==> src/rtl/alu_pkg.sv <==
// Shared definitions for the ALU request front end: op codes, op classification
// helpers and the sequencing state type.
package alu_pkg;

  localparam logic [3:0] OP_AND  = 4'b0000;
  localparam logic [3:0] OP_OR   = 4'b0001;
  localparam logic [3:0] OP_ADD  = 4'b0010;
  localparam logic [3:0] OP_NOR  = 4'b0100;
  localparam logic [3:0] OP_MUL  = 4'b0101;
  localparam logic [3:0] OP_SUB  = 4'b0110;
  localparam logic [3:0] OP_XOR  = 4'b0111;
  localparam logic [3:0] OP_DIV  = 4'b1000;
  localparam logic [3:0] OP_SLT  = 4'b1001;
  localparam logic [3:0] OP_GEZ  = 4'b1011;
  localparam logic [3:0] OP_ZERO = 4'b1101;
  localparam logic [3:0] OP_ONES = 4'b1110;

  typedef enum logic [1:0] {
    ST_IDLE = 2'd0,
    ST_EXEC = 2'd1,
    ST_RESP = 2'd2
  } state_t;

  function automatic logic is_legal_op(input logic [3:0] sel);
    logic ok;
    case (sel)
      OP_AND, OP_OR, OP_ADD, OP_NOR, OP_MUL, OP_SUB,
      OP_XOR, OP_DIV, OP_SLT, OP_GEZ, OP_ZERO, OP_ONES: ok = 1'b1;
      default:                                          ok = 1'b0;
    endcase
    return ok;
  endfunction

  function automatic logic is_multicycle_op(input logic [3:0] sel);
    return (sel == OP_MUL) || (sel == OP_DIV);
  endfunction

endpackage

==> src/rtl/alu_req_arbiter_rr_arb2.sv <==
// Two-way round-robin grant; the registered pointer favours the requester that
// was not granted on the last advance.
module rr_arb2 (
  input  logic       clk,
  input  logic       rst_n,
  input  logic [1:0] req,
  input  logic       advance,
  output logic [1:0] gnt
);

  logic ptr;

  always_comb begin
    gnt = '0;
    if (!ptr) begin
      if (req[0])      gnt = 2'b01;
      else if (req[1]) gnt = 2'b10;
    end else begin
      if (req[1])      gnt = 2'b10;
      else if (req[0]) gnt = 2'b01;
    end
  end

  always_ff @(posedge clk or negedge rst_n) begin
    if (!rst_n)       ptr <= 1'b0;
    else if (advance) ptr <= ~gnt[1];
  end

endmodule

==> src/rtl/alu_req_arbiter.sv <==
// Round-robin front end for the shared combinational ALU: accepts one request,
// holds the ALU inputs for the op's duration, returns a tagged response.
module alu_req_arbiter
  import alu_pkg::*;
#(
  parameter int unsigned MULDIV_CYC = 4
) (
  input  logic        clk,
  input  logic        rst_n,
  input  logic [1:0]  req_valid,
  output logic [1:0]  req_ready,
  input  logic [31:0] req_a0,
  input  logic [31:0] req_b0,
  input  logic [3:0]  req_sel0,
  input  logic [31:0] req_a1,
  input  logic [31:0] req_b1,
  input  logic [3:0]  req_sel1,
  output logic [31:0] alu_a,
  output logic [31:0] alu_b,
  output logic [3:0]  alu_sel,
  input  logic [31:0] alu_res,
  input  logic        alu_zf,
  output logic        rsp_valid,
  input  logic        rsp_ready,
  output logic        rsp_id,
  output logic [31:0] rsp_res,
  output logic        rsp_zf,
  output logic        rsp_err,
  output logic        busy
);

  localparam logic [3:0] MC_LOAD = 4'(MULDIV_CYC - 1);

  state_t      state;
  logic [3:0]  cnt;
  logic [1:0]  gnt;
  logic        accept;
  logic        gid;
  logic [31:0] in_a;
  logic [31:0] in_b;
  logic [3:0]  in_sel;
  logic        bad_op;

  rr_arb2 u_arb (
    .clk     (clk),
    .rst_n   (rst_n),
    .req     (req_valid),
    .advance (accept),
    .gnt     (gnt)
  );

  assign req_ready = (state == ST_IDLE) ? gnt : 2'b00;
  assign accept    = |(req_valid & req_ready);

  always_comb begin
    gid    = gnt[1];
    in_a   = gid ? req_a1   : req_a0;
    in_b   = gid ? req_b1   : req_b0;
    in_sel = gid ? req_sel1 : req_sel0;
    bad_op = !is_legal_op(in_sel) || ((in_sel == OP_DIV) && (in_b == '0));
  end

  // The ALU drive registers double as the operand latch, so a rejected op
  // leaves the ALU inputs exactly as the previous operation left them.
  always_ff @(posedge clk or negedge rst_n) begin
    if (!rst_n) begin
      state     <= ST_IDLE;
      cnt       <= '0;
      alu_a     <= '0;
      alu_b     <= '0;
      alu_sel   <= '0;
      rsp_valid <= 1'b0;
      rsp_id    <= 1'b0;
      rsp_res   <= '0;
      rsp_zf    <= 1'b0;
      rsp_err   <= 1'b0;
      busy      <= 1'b0;
    end else begin
      case (state)
        ST_IDLE: begin
          if (accept) begin
            rsp_id <= gid;
            busy   <= 1'b1;
            if (bad_op) begin
              rsp_res   <= '0;
              rsp_zf    <= 1'b0;
              rsp_err   <= 1'b1;
              rsp_valid <= 1'b1;
              state     <= ST_RESP;
            end else begin
              alu_a   <= in_a;
              alu_b   <= in_b;
              alu_sel <= in_sel;
              cnt     <= is_multicycle_op(in_sel) ? MC_LOAD : 4'd0;
              state   <= ST_EXEC;
            end
          end
        end
        ST_EXEC: begin
          if (cnt == '0) begin
            rsp_res   <= alu_res;
            rsp_zf    <= alu_zf;
            rsp_err   <= 1'b0;
            rsp_valid <= 1'b1;
            state     <= ST_RESP;
          end else begin
            cnt <= cnt - 4'd1;
          end
        end
        ST_RESP: begin
          if (rsp_ready) begin
            rsp_valid <= 1'b0;
            busy      <= 1'b0;
            state     <= ST_IDLE;
          end
        end
        default: state <= ST_IDLE;
      endcase
    end
  end

endmodule

==> config.mk <==
export PLATFORM = sky130hd
export DESIGN_NAME = alu_req_arbiter
export DESIGN_NICKNAME = d
export VERILOG_FILES = /design/src/rtl/alu_pkg.sv /design/src/rtl/alu_req_arbiter_rr_arb2.sv /design/src/rtl/alu_req_arbiter.sv
export SDC_FILE = /design/constraint.sdc
export NUM_CORES = 1
export LEC_CHECK = 0
export CORE_UTILIZATION = 38
export DETAILED_ROUTE_END_ITERATION = 10
export HOLD_SLACK_MARGIN = 0.1
export PLACE_DENSITY = 0.84
export REMOVE_ABC_BUFFERS = 1
export SYNTH_ARGS = -nofsm -noshare
export SYNTH_HDL_FRONTEND = slang
export SYNTH_SLANG_ARGS = --single-unit
==> constraint.sdc <==
create_clock -name clk -period 3.31 [get_ports clk]
set_clock_uncertainty 0.15 [all_clocks]
set_input_delay 0.4965 -clock clk [delete_from_list [all_inputs] [get_ports clk]]
set_output_delay 0.4965 -clock clk [all_outputs]
set_load 0.02 [all_outputs]
Word level (Yosys, flattened, before mapping)
Memories as Yosys holds them, arrays and structs flattened.
Index checks and enable logic that the tools add are counted.

word-level totals
  memories kept = 1
  memory bits (read-only) = 16
  input port bits = 174
  word-level logic and storage cells = 81
  register bits after elaboration = 112

operators by class
  muxes and demuxes = 36
  add/subtract/negate cells = 1
  equality and inequality tests = 10
  reductions and logical operators = 18
  bitwise operators = 3

memory list
  name              depth  bits a word  rd ports  clocked after Yosys merged registers in  wr ports  RTL line       source
  (name not given)  16     1            1         0                                        0         alu_pkg.sv:26  case (sel)

operators with widths
  cell                                              count
  two-way mux 32 bit                                5
  case mux 32 bit (2 select lines)                  1
  logical NOT 32 bit                                1
  two-way mux 2 bit                                 10
  two-way mux 4 bit                                 4
  inequality test 2 bit, second input constant      6
  two-way mux 1 bit                                 10
  AND reduction 3 bit                               3
  case mux 4 bit (2 select lines)                   1
  AND reduction 4 bit                               2
  case mux 1 bit (2 select lines)                   3
  case mux 2 bit (3 select lines)                   1
  AND reduction 5 bit                               1
  == test 4 x 3 -> 1 bit, second input constant     1
  == test 4 bit, second input constant              1
  logical NOT 4 bit                                 1
  nonzero test 2 bit                                2
  subtractor 4 x 1 -> 4 bit, second input constant  1
  case mux 1 bit (3 select lines)                   1
  nonzero test 3 bit                                1
  AND 2 bit                                         1
  == test 2 x 1 -> 1 bit, second input constant     1
  == test 2 bit, second input constant              1
  logical NOT 2 bit                                 1
  other kinds (6)                                   8

Logic depth before layout (Yosys ltp)
  depth after elaboration = 10
  depth in mapped cells = 16

Modules after synthesis
From an unflattened synthesis, not the netlist that was laid out.

second synthesis, totals
  cells, all modules = 476
  area total of the unflattened synthesis = 5127.4 um2

by module, submodules not included
  module           area an instance (um2)  cells each  times used
  alu_req_arbiter  5071.1                  470         1
  rr_arb2          56.3                    6           1

Worst setup path after synthesis
No wires, ideal clock.

  path kind = input to register
  start = in req_valid[1]
  end = reg alu_sel[3]
  setup time = 0.127 ns
  buffers on the path = 3
  stages = 13
  data arrival time = 3.071 ns
  slack = -0.038 ns
  required time = 3.033 ns
  cell sequence = buf_2 > inv_2 > nor2_2 > clkbuf_1 > nand2_1 > nand2_1 > inv_1 > ha_1 > or3_1 > a311oi_2 > and2_1 > buf_4 > mux2_1

between the ends
  cells in the longest elaborated chain, start to end = 9

ends and longest elaborated chain
  element                                                 RTL line                       source
  start: declaration                                      alu_req_arbiter.sv:10          input logic [1:0] req_valid,
  two-way mux 2 bit                                       alu_req_arbiter_rr_arb2.sv:17  else if (req[1]) gnt = 2'b10;
  two-way mux 2 bit                                       alu_req_arbiter_rr_arb2.sv:16  if (req[0]) gnt = 2'b01;
  two-way mux 2 bit (*)                                   alu_req_arbiter_rr_arb2.sv:15  if (!ptr) begin
  two-way mux 4 bit (*)                                   alu_req_arbiter.sv:59          in_sel = gid ? req_sel1 : req_sel0;
  net in_sel[0]                                           alu_req_arbiter.sv:41          logic [3:0] in_sel;
  memory (16 x 1 bit) or == test 4 bit (tied branches)    n/a
  logical NOT 1 bit or logical AND 1 bit (tied branches)  alu_req_arbiter.sv:60          bad_op = !is_legal_op(in_sel) || ((in_sel == OP_DIV) && (in_b == '0));
  logical OR 1 bit (*)                                    alu_req_arbiter.sv:60
  NOT 1 bit (no line) (*)                                 n/a
  AND reduction 3 bit (no line) (*)                       n/a
  end signal: assignment                                  alu_req_arbiter.sv:93          alu_sel <= in_sel;
  end: declaration                                        alu_req_arbiter.sv:20          output logic [3:0] alu_sel,

Mark *: on every way through the listed nets, which the timed path passes. The rest lies on a longest branch.
A chain may end at the register's enable or synchronous reset.

Final worst setup path
  start = in req_valid[0]
  end = reg rsp_res[13]

between the ends
  cells in the longest elaborated chain, start to end = 8

ends and longest elaborated chain
  element                                                 RTL line                       source
  two-way mux 2 bit (*)                                   alu_req_arbiter_rr_arb2.sv:16
  two-way mux 2 bit (*)                                   alu_req_arbiter_rr_arb2.sv:15
  two-way mux 4 bit (*)                                   alu_req_arbiter.sv:59
  net in_sel[0]                                           alu_req_arbiter.sv:41
  memory (16 x 1 bit) or == test 4 bit (tied branches)    n/a
  logical NOT 1 bit or logical AND 1 bit (tied branches)  alu_req_arbiter.sv:60
  logical OR 1 bit (*)                                    alu_req_arbiter.sv:60
  inequality test 2 bit (no line) (*)                     n/a
  AND reduction 4 bit (no line) (*)                       n/a
  end signal: assignment                                  alu_req_arbiter.sv:101         rsp_res <= alu_res;
  end: declaration                                        alu_req_arbiter.sv:26          output logic [31:0] rsp_res,

Marks and branches as above.

==> out/metrics.csv <==
stage,metric,value,unit
logic_synthesis,post-synthesis register bit count,112,
logic_synthesis,Synth Area per Inst,8.720,um2
timing,Tmin final,3.143,ns
global_routing,initial antenna violation count,0,
layout,design area,9450,um2
layout,Layout Nets,1128,
die,area of the die,16180,um2
worst_setup_path,Critical path origin,req_valid[0],
drt,vias per cell,5.504,
worst_setup_path,WP data arrival,3.21,ns
clock_tree,root buffer cell,clkbuf_16,
drt,DRC viols,0,
drt,met3 routed WL,1686,um
layout,Antenna Diode Count,0,
place,RePlAce Congestion,0.8538,
pwr,pwr/cell area,925.8,nW/um2
drt,DR top layer,met4,
pwr,LEAKAGE,3.820,nW
drt,via total after detailed routing,6407,
logic_synthesis,warnings from Yosys,0,
pwr,peak supply drop,0.4960,mV
pwr,Power Total,8.749,mW
logic_synthesis,Post-Synthesis Cell Area,5956,um2
timing,final hold violations,0,
die,num rows,45,
logic_synthesis,Post-Synth Simple-Gate Area,0.1742,
timing,Max Slew Vio Count,0,
die,CORE AREA,15260,um2
global_routing,first-pass GRT wire length,31930,um
global_routing,GR Overflow Total,0,
die,io pins,281,
timing,actual slew at the worst max-slew pin,0.7293,ns
worst_setup_path,Worst setup SP type,input port,
layout,most frequent cells in the layout,"279 x clkdlybuf4s50_1, 144 x nand2_1, 111 x dfrtp_1",
clock_tree,Clock Tree Buf Depth,2,
die,die height,127.2,um
worst_setup_path,CP max FO,33,
clock_tree,H-tree Lvls,3,
timing,setup TNS,0,ns
worst_setup_path,cells along the critical path,clkdlybuf4s50_1 -> and2b_1 -> nor2_4 -> nand2_1 -> nand2_1 -> inv_1 -> ha_1 -> inv_1 -> or4_1 -> nor4_4 -> o221ai_4 -> a21oi_2 -> buf_12 -> o21ai_1,
clock_tree,CTS sink cnt,112,
clock_tree,CTS tree,built,
worst_setup_path,worst setup path class,input port to register,
logic_synthesis,largest family of logic cells by synthesized area,compound AO/OA/AOI/OAI gates,
place,"Cell Area, Placed",9086,um2
layout,fin cells,1164,
timing,setup ws final,0.1673,ns
global_routing,vias in the first global route,6318,
drt,post-DR wirelength/cell,17.20,um
layout,"commonest non-fill, non-tap cell in the layout",clkdlybuf4s50_1,
layout,Area Overhead vs Synth,58.68,%
timing,fmax,318.2,MHz
logic_synthesis,synth unique cells,49,
place,post-DP HPWL,14120,um
logic_synthesis,compound-gate portion of the synthesized area,0.2817,
logic_synthesis,"Top FF cell, synth",dfrtp_1,
clock_tree,Worst-path clk slew,0.07,ns
die,initial core utilization,0.3903,
timing,Tcrit/Tclk final,0.9494,
timing,Setup Viol. Count Final,0,
logic_synthesis,register area share after synthesis,0.4706,
global_routing,Tot GR Track Use,0.2495,
clock_tree,worst skew pair latency,0.34,ns
run_status,status,finished clean,
logic_synthesis,asr flop ratio synth,1.000,
clock_tree,CTS Buf Count,9,
logic_synthesis,Synth Instances,683,
worst_setup_path,Critical Path Max Stage Delay,0.57,ns
place,pre-CTS setup slack,-0.3424,ns
drt,number of iterations in the first detailed-routing pass,5,
logic_synthesis,Post-Synth XOR/XNOR Area,0.002941,
place,placed insts,1146,
hold_path,HP Start,rsp_err,
global_routing,largest net degree at the start of global routing,76,
place,port bufs,280,
flow_run,Max Cap Viol,0,
drt,Post-DRT Antenna Nets,0,
hold_path,Hold Crit Class,register to register,
layout,layout cells sized above 1,0.06191,
timing,Worst slew margin,0.5138,
timing,WHS,0.3368,ns
worst_setup_path,RR Startpoint,u_arb.ptr,
worst_setup_path,"Req. time, crit path",3.38,ns
logic_synthesis,mux contribution to synthesized area,0.003782,
clock_tree,# Post-CTS Setup Buffers,0,
drt,DR iter-0 viols,402,
logic_synthesis,Post-Synth Adder-Cell Area,0.01261,
timing,RSZ-0062 raised after global routing,yes,
drt,final wirelength,20030,um
worst_setup_path,Worst Setup End Kind,register,
drt,DR WL met2,9703,um
layout,final core utilization,0.6194,
drt,wire length on met1,7995,um
die,Horiz. Die Dim,127.2,um
worst_setup_path,CP max stage cell,or4_1,
logic_synthesis,number of enable flip-flop cells after synthesis,0,
## cells by family (layout without fill, tap and decap cells)
kind of cell,Yosys count,after routing
AO/OA/AOI/OAI,264,264
flip-flops,112,112
adder cells (fa/ha/maj),6,6
multiplexers,2,2
XOR/XNOR,2,2
buffers and inverters,69,339
AND/OR/NAND/NOR,228,228
## cell type report
type,count,area [um2]
tap,211,264.0
clock inverter,4,53.80
fill,1321,5808
multi-input combinational,502,2878
sequential,112,2804
timing repair buffer,312,3163
inverter,11,41.29
clock buffer,12,246.5
## routing by layer
layer / vias to the layer above / GRT usage
li1: 3006 / -
met1: 3064 / 0.3030
met2: 294 / 0.4202
met3: 43 / 0.06114
met4: 0 / 0.1113
met5: - / 0
## critical path: cells and delay by family
kind / cells / cell delay, ns
AND/OR/NAND/NOR: 6 / 1.14
buffers and inverters: 4 / 0.84
AO/OA/AOI/OAI: 3 / 0.53
adder cells (fa/ha/maj): 1 / 0.18
## where the power goes
part | total [mW] | switching (mW) | internal [mW]
registers | 2.58 | 0.506 | 2.07
clock network | 1.11 | 0.503 | 0.611
logic | 5.05 | 2.64 | 2.42
## flip-flops by register name, summed over array words and instances (netlist names)
name / count
state: 2
rsp_id: 1
rsp_err: 1
alu_b: 32
rsp_res: 32
alu_sel: 4
u_arb.ptr: 1
rsp_zf: 1
rsp_valid: 1
cnt: 4
alu_a: 32
busy: 1
## final timing paths
kind,cells after the start,slack [ns],endpoint
worst max-delay path,14,0.17,rsp_res[13]
worst min register to register,2,0.34,rsp_err
max in group asynchronous,3,1.63,alu_a[24]
worst min-delay path,2,0.34,rsp_err
min in group asynchronous,2,0.58,rsp_res[8]
worst max register to register,13,0.33,rsp_res[13]
## Yosys cell counts, types with 2 or more instances
master    instances  area [um2]
ha_1              6       75.07
or4_1             4       30.03
a21oi_1          78       390.4
a31oi_1          65       406.6
nand2_1         145       544.3
o21ai_0           4       20.02
buf_2             9       45.04
nor4_1           11       68.82
nor2_1           16       60.06
nand2b_1         36       225.2
dfrtp_1         112        2803
and3_1            2       12.51
o21ai_1          35       175.2
clkbuf_1         38       142.6
buf_4             8       60.06
a22o_1           33       289.0
buf_6             3       33.78
nand4_1           2       12.51
a22oi_1          33       247.7
a21o_1            3       22.52
nor3_1            2       10.01
inv_1            10       37.54
nor2b_1           2       12.51
## repair_timing
item | 4_1_cts | 5_1_grt
hold endpoints to repair | 51 | 0
hold buffers | 1 | 0
endpoints found under the setup margin | 0 | 108
resized for setup | 0 | 7
No activity file was read; power rests on OpenSTA's default activity.
